**src/rtl/edge_pkg.sv**
```systemverilog
`default_nettype none
// ============================================================================
// Module      : edge_pkg
// Description : Shared types, constants and parameter checks for the
//               falling-edge pulse generator.
// Revision    : 1.0 - initial release
// ============================================================================
package edge_pkg;

  // Pulse sequencer states
  typedef enum logic [1:0] {
    IDLE = 2'd0,
    HIGH = 2'd1,
    GAP  = 2'd2
  } edge_state_e;

  // Width of the high/gap down-counter
  localparam int CNT_W = 8;

  // Legal range for HIGH_CYCLES and GAP_CYCLES
  function automatic bit cycles_in_range(input int v);
    return (v >= 1) && (v <= 255);
  endfunction

endpackage
`default_nettype wire

```
**src/rtl/edge_pulse_gen.sv**
```systemverilog
`default_nettype none
// ============================================================================
// Module      : edge_pulse_gen
// Description : Drives selected lines high for HIGH_CYCLES clocks, then low,
//               producing one clean 1->0 edge per selected bit, followed by a
//               GAP_CYCLES low interval. One request may wait in a pending
//               slot while a pulse is in flight.
// Revision    : 1.0 - initial release
// ============================================================================
module edge_pulse_gen
  import edge_pkg::*;
#(
  parameter int WIDTH       = 32,
  parameter int HIGH_CYCLES = 2,
  parameter int GAP_CYCLES  = 1
) (
  input  logic             clk,
  input  logic             reset,
  input  logic             req_valid,
  input  logic [WIDTH-1:0] req_mask,
  output logic             req_ready,
  output logic [WIDTH-1:0] out,
  output logic             busy,
  output logic [WIDTH-1:0] edge_done,
  output logic [15:0]      pulse_count
);

  // Reject out-of-range cycle counts at elaboration
  if (!cycles_in_range(HIGH_CYCLES)) begin : g_bad_high_cycles
    $error("edge_pulse_gen: HIGH_CYCLES must be within 1..255");
  end
  if (!cycles_in_range(GAP_CYCLES)) begin : g_bad_gap_cycles
    $error("edge_pulse_gen: GAP_CYCLES must be within 1..255");
  end

  localparam logic [CNT_W-1:0] C_HIGH_RELOAD = CNT_W'(HIGH_CYCLES - 1);
  localparam logic [CNT_W-1:0] C_GAP_RELOAD  = CNT_W'(GAP_CYCLES - 1);

  edge_state_e      state_q;
  logic [CNT_W-1:0] cnt_q;
  logic [WIDTH-1:0] active_q;
  logic [WIDTH-1:0] pending_q;
  logic [WIDTH-1:0] out_q;
  logic [WIDTH-1:0] edge_done_q;
  logic [15:0]      pulse_count_q;
  logic             busy_q;

  logic             w_pending_vld;
  logic             w_accept;
  logic             w_req_nonzero;

  // The pending slot is "full" whenever it holds a nonzero mask
  assign w_pending_vld = |pending_q;
  assign req_ready     = ~w_pending_vld;
  assign w_accept      = req_valid & req_ready;
  assign w_req_nonzero = |req_mask;

  // Pulse sequencer: state, counter, pending slot and all registered outputs
  always_ff @(posedge clk or posedge reset) begin
    if (reset) begin
      state_q       <= IDLE;
      cnt_q         <= '0;
      active_q      <= '0;
      pending_q     <= '0;
      out_q         <= '0;
      edge_done_q   <= '0;
      pulse_count_q <= '0;
      busy_q        <= 1'b0;
    end else begin
      edge_done_q <= '0;

      case (state_q)
        IDLE: begin
          if (w_pending_vld) begin
            active_q  <= pending_q;
            out_q     <= pending_q;
            pending_q <= '0;
            cnt_q     <= C_HIGH_RELOAD;
            state_q   <= HIGH;
            busy_q    <= 1'b1;
          end else if (w_accept && w_req_nonzero) begin
            // Bypass: lines rise on the same edge that accepts the request
            active_q <= req_mask;
            out_q    <= req_mask;
            cnt_q    <= C_HIGH_RELOAD;
            state_q  <= HIGH;
            busy_q   <= 1'b1;
          end
        end

        HIGH: begin
          if (cnt_q != '0) begin
            cnt_q <= cnt_q - CNT_W'(1);
          end else begin
            out_q         <= '0;
            edge_done_q   <= active_q;
            pulse_count_q <= pulse_count_q + 16'd1;
            cnt_q         <= C_GAP_RELOAD;
            state_q       <= GAP;
          end
        end

        GAP: begin
          if (cnt_q != '0) begin
            cnt_q <= cnt_q - CNT_W'(1);
          end else if (w_pending_vld) begin
            // Chain straight into the next pulse so the low time is exact
            active_q  <= pending_q;
            out_q     <= pending_q;
            pending_q <= '0;
            cnt_q     <= C_HIGH_RELOAD;
            state_q   <= HIGH;
          end else begin
            state_q <= IDLE;
            busy_q  <= 1'b0;
          end
        end

        default: begin
          state_q <= IDLE;
          out_q   <= '0;
          busy_q  <= 1'b0;
        end
      endcase

      // Requests arriving mid-pulse park in the slot; loads above only
      // happen when the slot is full, so they never collide with this write
      if (w_accept && w_req_nonzero && (state_q != IDLE)) begin
        pending_q <= req_mask;
      end
    end
  end

  assign out         = out_q;
  assign busy        = busy_q;
  assign edge_done   = edge_done_q;
  assign pulse_count = pulse_count_q;

endmodule
`default_nettype wire

```
**config.mk**
```make
export PLATFORM = sky130hd
export DESIGN_NAME = edge_pulse_gen
export DESIGN_NICKNAME = d
export VERILOG_FILES = /design/src/rtl/edge_pkg.sv /design/src/rtl/edge_pulse_gen.sv
export SDC_FILE = /design/constraint.sdc
export NUM_CORES = 1
export LEC_CHECK = 0
export BUFFER_PORTS_ARGS = -buffer_cell sky130_fd_sc_hd__buf_2
export CAP_MARGIN = 20
export CORE_ASPECT_RATIO = 1.4
export CORE_MARGIN = 8
export CORE_UTILIZATION = 25
export CTS_CLUSTER_DIAMETER = 150
export CTS_CLUSTER_SIZE = 28
export DETAILED_ROUTE_END_ITERATION = 8
export PLACE_DENSITY = 0.47
export SLEW_MARGIN = 15
export SYNTH_ARGS = -nofsm -noshare
export SYNTH_HDL_FRONTEND = slang
export SYNTH_SLANG_ARGS = --single-unit
```
**constraint.sdc**
```tcl
create_clock -name clk -period 4.9 [get_ports clk]
set_input_delay 0.735 -clock clk [delete_from_list [all_inputs] [get_ports clk]]
set_output_delay 0.735 -clock clk [all_outputs]
set_load 0.05 [all_outputs]
```
## Word level (Yosys, flattened, before mapping)

Index checks and enable logic that the tools add are counted.

- Reductions and logical operators: 17
- Bitwise logic cells: 4
- Add/subtract/negate cells: 2
- Equality and inequality tests: 9
- Muxes and demuxes: 30

Operators with widths:

| operator | number |
|---|---|
| two-way mux 32 bit | 10 |
| one-hot mux 32 bit (2 select lines) | 2 |
| one-hot mux 32 bit (3 select lines) | 1 |
| OR reduction 32 bit | 2 |
| two-way mux 8 bit | 5 |
| one-hot mux 8 bit (3 select lines) | 1 |
| adder 16 x 1 -> 16 bit, second input constant | 1 |
| AND reduction 4 bit | 3 |
| != test 3 bit, second input constant | 3 |
| two-way mux 2 bit | 4 |
| != test 2 bit, second input constant | 4 |
| nonzero test 8 bit | 1 |
| subtractor 8 x 1 -> 8 bit, second input constant | 1 |
| one-hot mux 2 bit (3 select lines) | 1 |
| AND reduction 3 bit | 2 |
| nonzero test 3 bit | 2 |
| two-way mux 1 bit | 5 |
| AND reduction 2 bit | 2 |
| nonzero test 2 bit | 2 |
| inverter 1 bit | 3 |
| one-hot mux 1 bit (3 select lines) | 1 |
| equality test 2 x 1 -> 1 bit, second input constant | 1 |
| equality test 2 bit, second input constant | 1 |
| logical AND 1 bit | 2 |
| other kinds (2) | 2 |

- Output and inout bits: 82
- Logic and storage cells: 70
- Register bits after elaboration: 155
- Bits of input ports: 35

## Depth between registers and ports, before layout

- Depth in word-level cells: 7
- Gate-level depth with buffers: 9

## Worst setup path after synthesis

No wires, ideal clock.

- Path kind: reg-to-reg
- Start point: register pending_q[26]
- End point: register pending_q[0]
- Buffers on the path: 1
- Path slack: 2,330 ps
- Stages on the path, launching flop included: 7
- Period minus slack after synthesis: 2,570 ps
- Arrival time: 2,504 ps
- Path through: dfrtp_1 nor4_1 nand4_1 nor2_1 nor4b_2 clkbuf_1 a22o_1

- Longest elaborated chain between the ends: 7

RTL lines:

| element | line | text |
|---|---|---|
| start, declared | edge_pulse_gen.sv:42 | `logic [WIDTH-1:0] pending_q;` |
| start signal, assigned | edge_pulse_gen.sv:129 | `pending_q <= req_mask;` |
| OR reduction 32 bit (*) | edge_pulse_gen.sv:53 | `assign w_pending_vld = \|pending_q;` |
| inverter 1 bit (*) | edge_pulse_gen.sv:54 | `assign req_ready = ~w_pending_vld;` |
| via req_ready | edge_pulse_gen.sv:21 | `output logic req_ready,` |
| AND 1 bit (*) | edge_pulse_gen.sv:55 | `assign w_accept = req_valid & req_ready;` |
| logical AND 1 bit (*) (2 in a row) | edge_pulse_gen.sv:128 | `if (w_accept && w_req_nonzero && (state_q != IDLE)) begin` |
| != test 3 bit (no line) or nonzero test 3 bit (tied branches) | - |  |
| AND reduction 2 bit (no line) | - |  |

The timed path passes the listed nets; every way through them passes the cells marked *. The select of a mux whose other input is x is not followed.
A chain may end at the register's enable or synchronous reset.

## Worst setup path in the final report

- Start point: register cnt_q[0]
- End point: register active_q[12]

- Longest elaborated chain between the ends: 3

RTL lines:

| element | line | text |
|---|---|---|
| start, declared | edge_pulse_gen.sv:40 | `logic [CNT_W-1:0] cnt_q;` |
| start signal, assigned | edge_pulse_gen.sv:93 | `cnt_q <= cnt_q - CNT_W'(1);` |
| start signal, assigned | edge_pulse_gen.sv:105 | `cnt_q <= cnt_q - CNT_W'(1);` |
| nonzero test 8 bit | edge_pulse_gen.sv:104 | `if (cnt_q != '0) begin` |
| != test 2 bit (no line) | - |  |
| AND reduction 4 bit (no line) | - |  |
| end signal, assigned | edge_pulse_gen.sv:75 | `active_q <= pending_q;` |
| end signal, assigned | edge_pulse_gen.sv:83 | `active_q <= req_mask;` |
| end signal, assigned | edge_pulse_gen.sv:108 | `active_q <= pending_q;` |
| end, declared | edge_pulse_gen.sv:41 | `logic [WIDTH-1:0] active_q;` |

Every way passes these cells.

==> results.sh <==
export IMPL_run_status="completed"
export IMPL_rr_endpoint="active_q[12]"
export IMPL_globalplace_congestion=0.775
export IMPL_pin_count=117
export IMPL_syn_nets=678
export IMPL_synth_warnings=0
export IMPL_antenna_found_initial=4
export IMPL_path_max_fanout=21
export IMPL_grt_use_total=0.128
export IMPL_yosys_cell_types_count=52
export IMPL_yosys_most_used_dff="dfrtp_1"
export IMPL_htree_levels=4
export IMPL_start_util=0.252
export IMPL_min_to="pulse_count[15]"
export IMPL_clk_pin_slew_worst_paths_ns=0.07
export IMPL_vdd_drop_max_mv=0.140
export IMPL_core_area_um2=28200
export IMPL_cts_repair_resized=0
export IMPL_synthesis_area_um2=7100
export IMPL_grt_pass1_wl_um=33300
export IMPL_fmax_mhz=321
export IMPL_setup_violations_final=0
export IMPL_wl_um=21200
export IMPL_die_y_um=215
export IMPL_post_cts_buffers=0
export IMPL_via_per_inst=4.62
export IMPL_p_per_area_nw_per_um2=312
export IMPL_fill_cells=2895
export IMPL_synth_top_area_frac=0.546
export IMPL_path_class="reg2reg"
export IMPL_drv_slew=0
export IMPL_hp_start="pulse_count[15]"
export IMPL_skew_ns=0.0128
export IMPL_period_needed_ns=3.11
export IMPL_drt_iter0_markers=255
export IMPL_worst_setup_path_start_kind="flop"
export IMPL_holdPathStages=1
export IMPL_final_cells=1136
export IMPL_cts_sinks=155
export IMPL_clockRootBuffer="clkbuf_16"
export IMPL_drive_above_1_share=0.231
export IMPL_rsz0062_at_grt="false"
export IMPL_first_pass_iters=4
export IMPL_hold_viol_final=0
export IMPL_worst_path_max_delay_cell="nor4b_2"
export IMPL_nNetsFinal=787
export IMPL_overflow=0
export IMPL_critPathArrivalTime_ns=3.42
export IMPL_syn_inst=637
export IMPL_hold_buffers=0
export IMPL_crit_chain="inv_1, ha_1, nor4b_2, and3_1, o22ai_1, nand2_1, buf_4, mux2_1"
export IMPL_period_share=0.636
export IMPL_synth_top_cell_by_area="dfrtp_1"
export IMPL_antenna_left=0
export IMPL_slew_headroom=0.400
export IMPL_synth_seq_area_share=0.546
export IMPL_io_buffers=116
export IMPL_drv_cap=0
export IMPL_grt_pass1_vias=5596
export IMPL_clock_path_buffers=2
export IMPL_synth_edff_count=0
export IMPL_async_reset_ff_frac=1.00
export IMPL_r2r_slack_ns=1.79
export IMPL_required_ns=5.20
export IMPL_vias=5245
export IMPL_numCtsBuffers=17
export IMPL_grt_busiest_layer="met2"
export IMPL_clk_insertion_delay_late_ns=0.43
export IMPL_critPathMaxStageDelay_ns=0.66
export IMPL_areaGrowthSynthToFinish_pct=22.0
export IMPL_setup_tns_ns=0
export IMPL_gr_usage_met2=0.219
export IMPL_rows=73
export IMPL_reg2reg_from="cnt_q[0]"
export IMPL_die_x_um=158
export IMPL_drc=0
export IMPL_hp_class="reg2reg"
export IMPL_cts_tree="yes"
export IMPL_dieArea_um2=34100
export IMPL_ys_ff_latch=155
export IMPL_synthTopCellsByArea="dfrtp_1 (55%), mux2_1 (5.4%), mux2i_1 (4.5%), a22o_1 (3.9%), a21o_1 (3.7%)"
export IMPL_dp_hpwl_um=14800
export IMPL_dp_cells=1102
export IMPL_grt_max_degree=156
export IMPL_worstMarginPinSlew_ns=0.901
export IMPL_power_leakage_nw=4.27
export IMPL_rr_worst_depth=8
export IMPL_met3_usage=0.0340
export IMPL_use_met1=0.147
export IMPL_wire_per_inst_um=18.7
export IMPL_end_kind="flop"
export IMPL_synth_avg_cell_area_um2=11.2
worst max-delay path: cells and delay by family, from the launching register on:
kind	cells	cell delay, ns
compound gates	1	0.09
fa+ha+maj	1	0.21
buf+inv	2	0.50
flops	1	0.40
mux	1	0.37
simple gates	3	1.40
placed cells by master (no fill, tap or decap), drive strengths merged, types with 4 or more instances in the layout:
cell	count
a21o	35
a21oi	8
a22o	32
and2	32
buf	129
clkbuf	22
clkinvlp	5
dfrtp	155
ha	6
inv	46
mux2	36
mux2i	32
nand2	41
nand3	4
nand4	11
nor2	12
nor3	38
nor4	21
o21ai	36
xnor2	8
xor2	7
where the power goes:
group	switching [W]	internal, W
combinational	0.0000688	0.0000375
sequential	0.0000165	0.00129
clock	0.000537	0.000752
stage by stage:
step / hold slack, ns / cell area (um2) / utilization / power [W] / setup slack (ns)
final: 0.465 / 8660 / 0.307 / 0.00271 / 1.79
after global placement: 0.454 / 8090 / 0.286 / 0.00144 / 1.83
after CTS: 0.468 / 8660 / 0.307 / 0.00275 / 1.71
after detailed placement: 0.458 / 8090 / 0.286 / 0.00144 / 1.74
after floorplan: 0.446 / 7110 / - / 0.00138 / 2.21
after global routing: 0.485 / 8660 / 0.307 / 0.00280 / 1.52
Yosys cell counts (all sizes together) (2+ instances only):
library cell  count
o22ai             2
nor4b             2
nor4             21
mux2i            32
a21o             35
a2bb2oi           2
nor2             12
mux2             36
inv              45
o32ai             2
nand4            11
a21oi             8
xor2              7
buf              10
a211o             2
or4               2
xnor2             8
clkbuf           29
a211oi            2
nand2            41
ha                6
nand3             4
o21ai            36
nand2b            2
and2             32
a22o             32
nor3             38
and3              3
or3               3
o211ai            3
a221oi            2
a2111oi           2
dfrtp           155
cell families after synthesis:
group           Yosys count  synth area share
simple gates            176             0.137
flops                   155             0.546
compound gates          133             0.134
buf+inv                  84            0.0514
mux                      68             0.103
xor+xnor                 15            0.0185
fa+ha+maj                 6            0.0106
registers in the layout, indices dropped and copies added, names as in the netlist:
name,count
state_q,2
cnt_q,8
pulse_count,16
out,32
pending_q,32
edge_done,32
busy,1
active_q,32
per-layer routing:
layer | vias to the layer above | share of wire
met3 | 23 | 0.051
met5 | - | 0.00047
li1 | 2483 | -
met2 | 124 | 0.52
met1 | 2613 | 0.41
met4 | 2 | 0.020
how the worst max path moves through the flow:
stage               startpoint            to  slack, ns  cells past startpoint
floorplan                reset   active_q[0]       2.21                      1
global placement      cnt_q[0]  active_q[17]       1.83                      8
detailed placement    cnt_q[0]  active_q[17]       1.74                      8
CTS                   cnt_q[0]  active_q[12]       1.71                      8
global route          cnt_q[0]  active_q[17]       1.52                      8
finish                cnt_q[0]  active_q[12]       1.79                      8
layout make-up:
cell class | count | area (um2) | share of cell area
Sequential cell | 155 | 3880 | 0.448
Multi-Input combinational cell | 398 | 2870 | 0.332
Timing Repair Buffer | 129 | 691 | 0.0797
Clock buffer | 22 | 484 | 0.0559
Tap cell | 375 | 469 | 0.0542
Inverter | 45 | 173 | 0.0199
Clock inverter | 9 | 87.6 | 0.0101
Antenna cell | 3 | 7.51 | 0.000866
No activity file was read; power rests on OpenSTA's default activity.
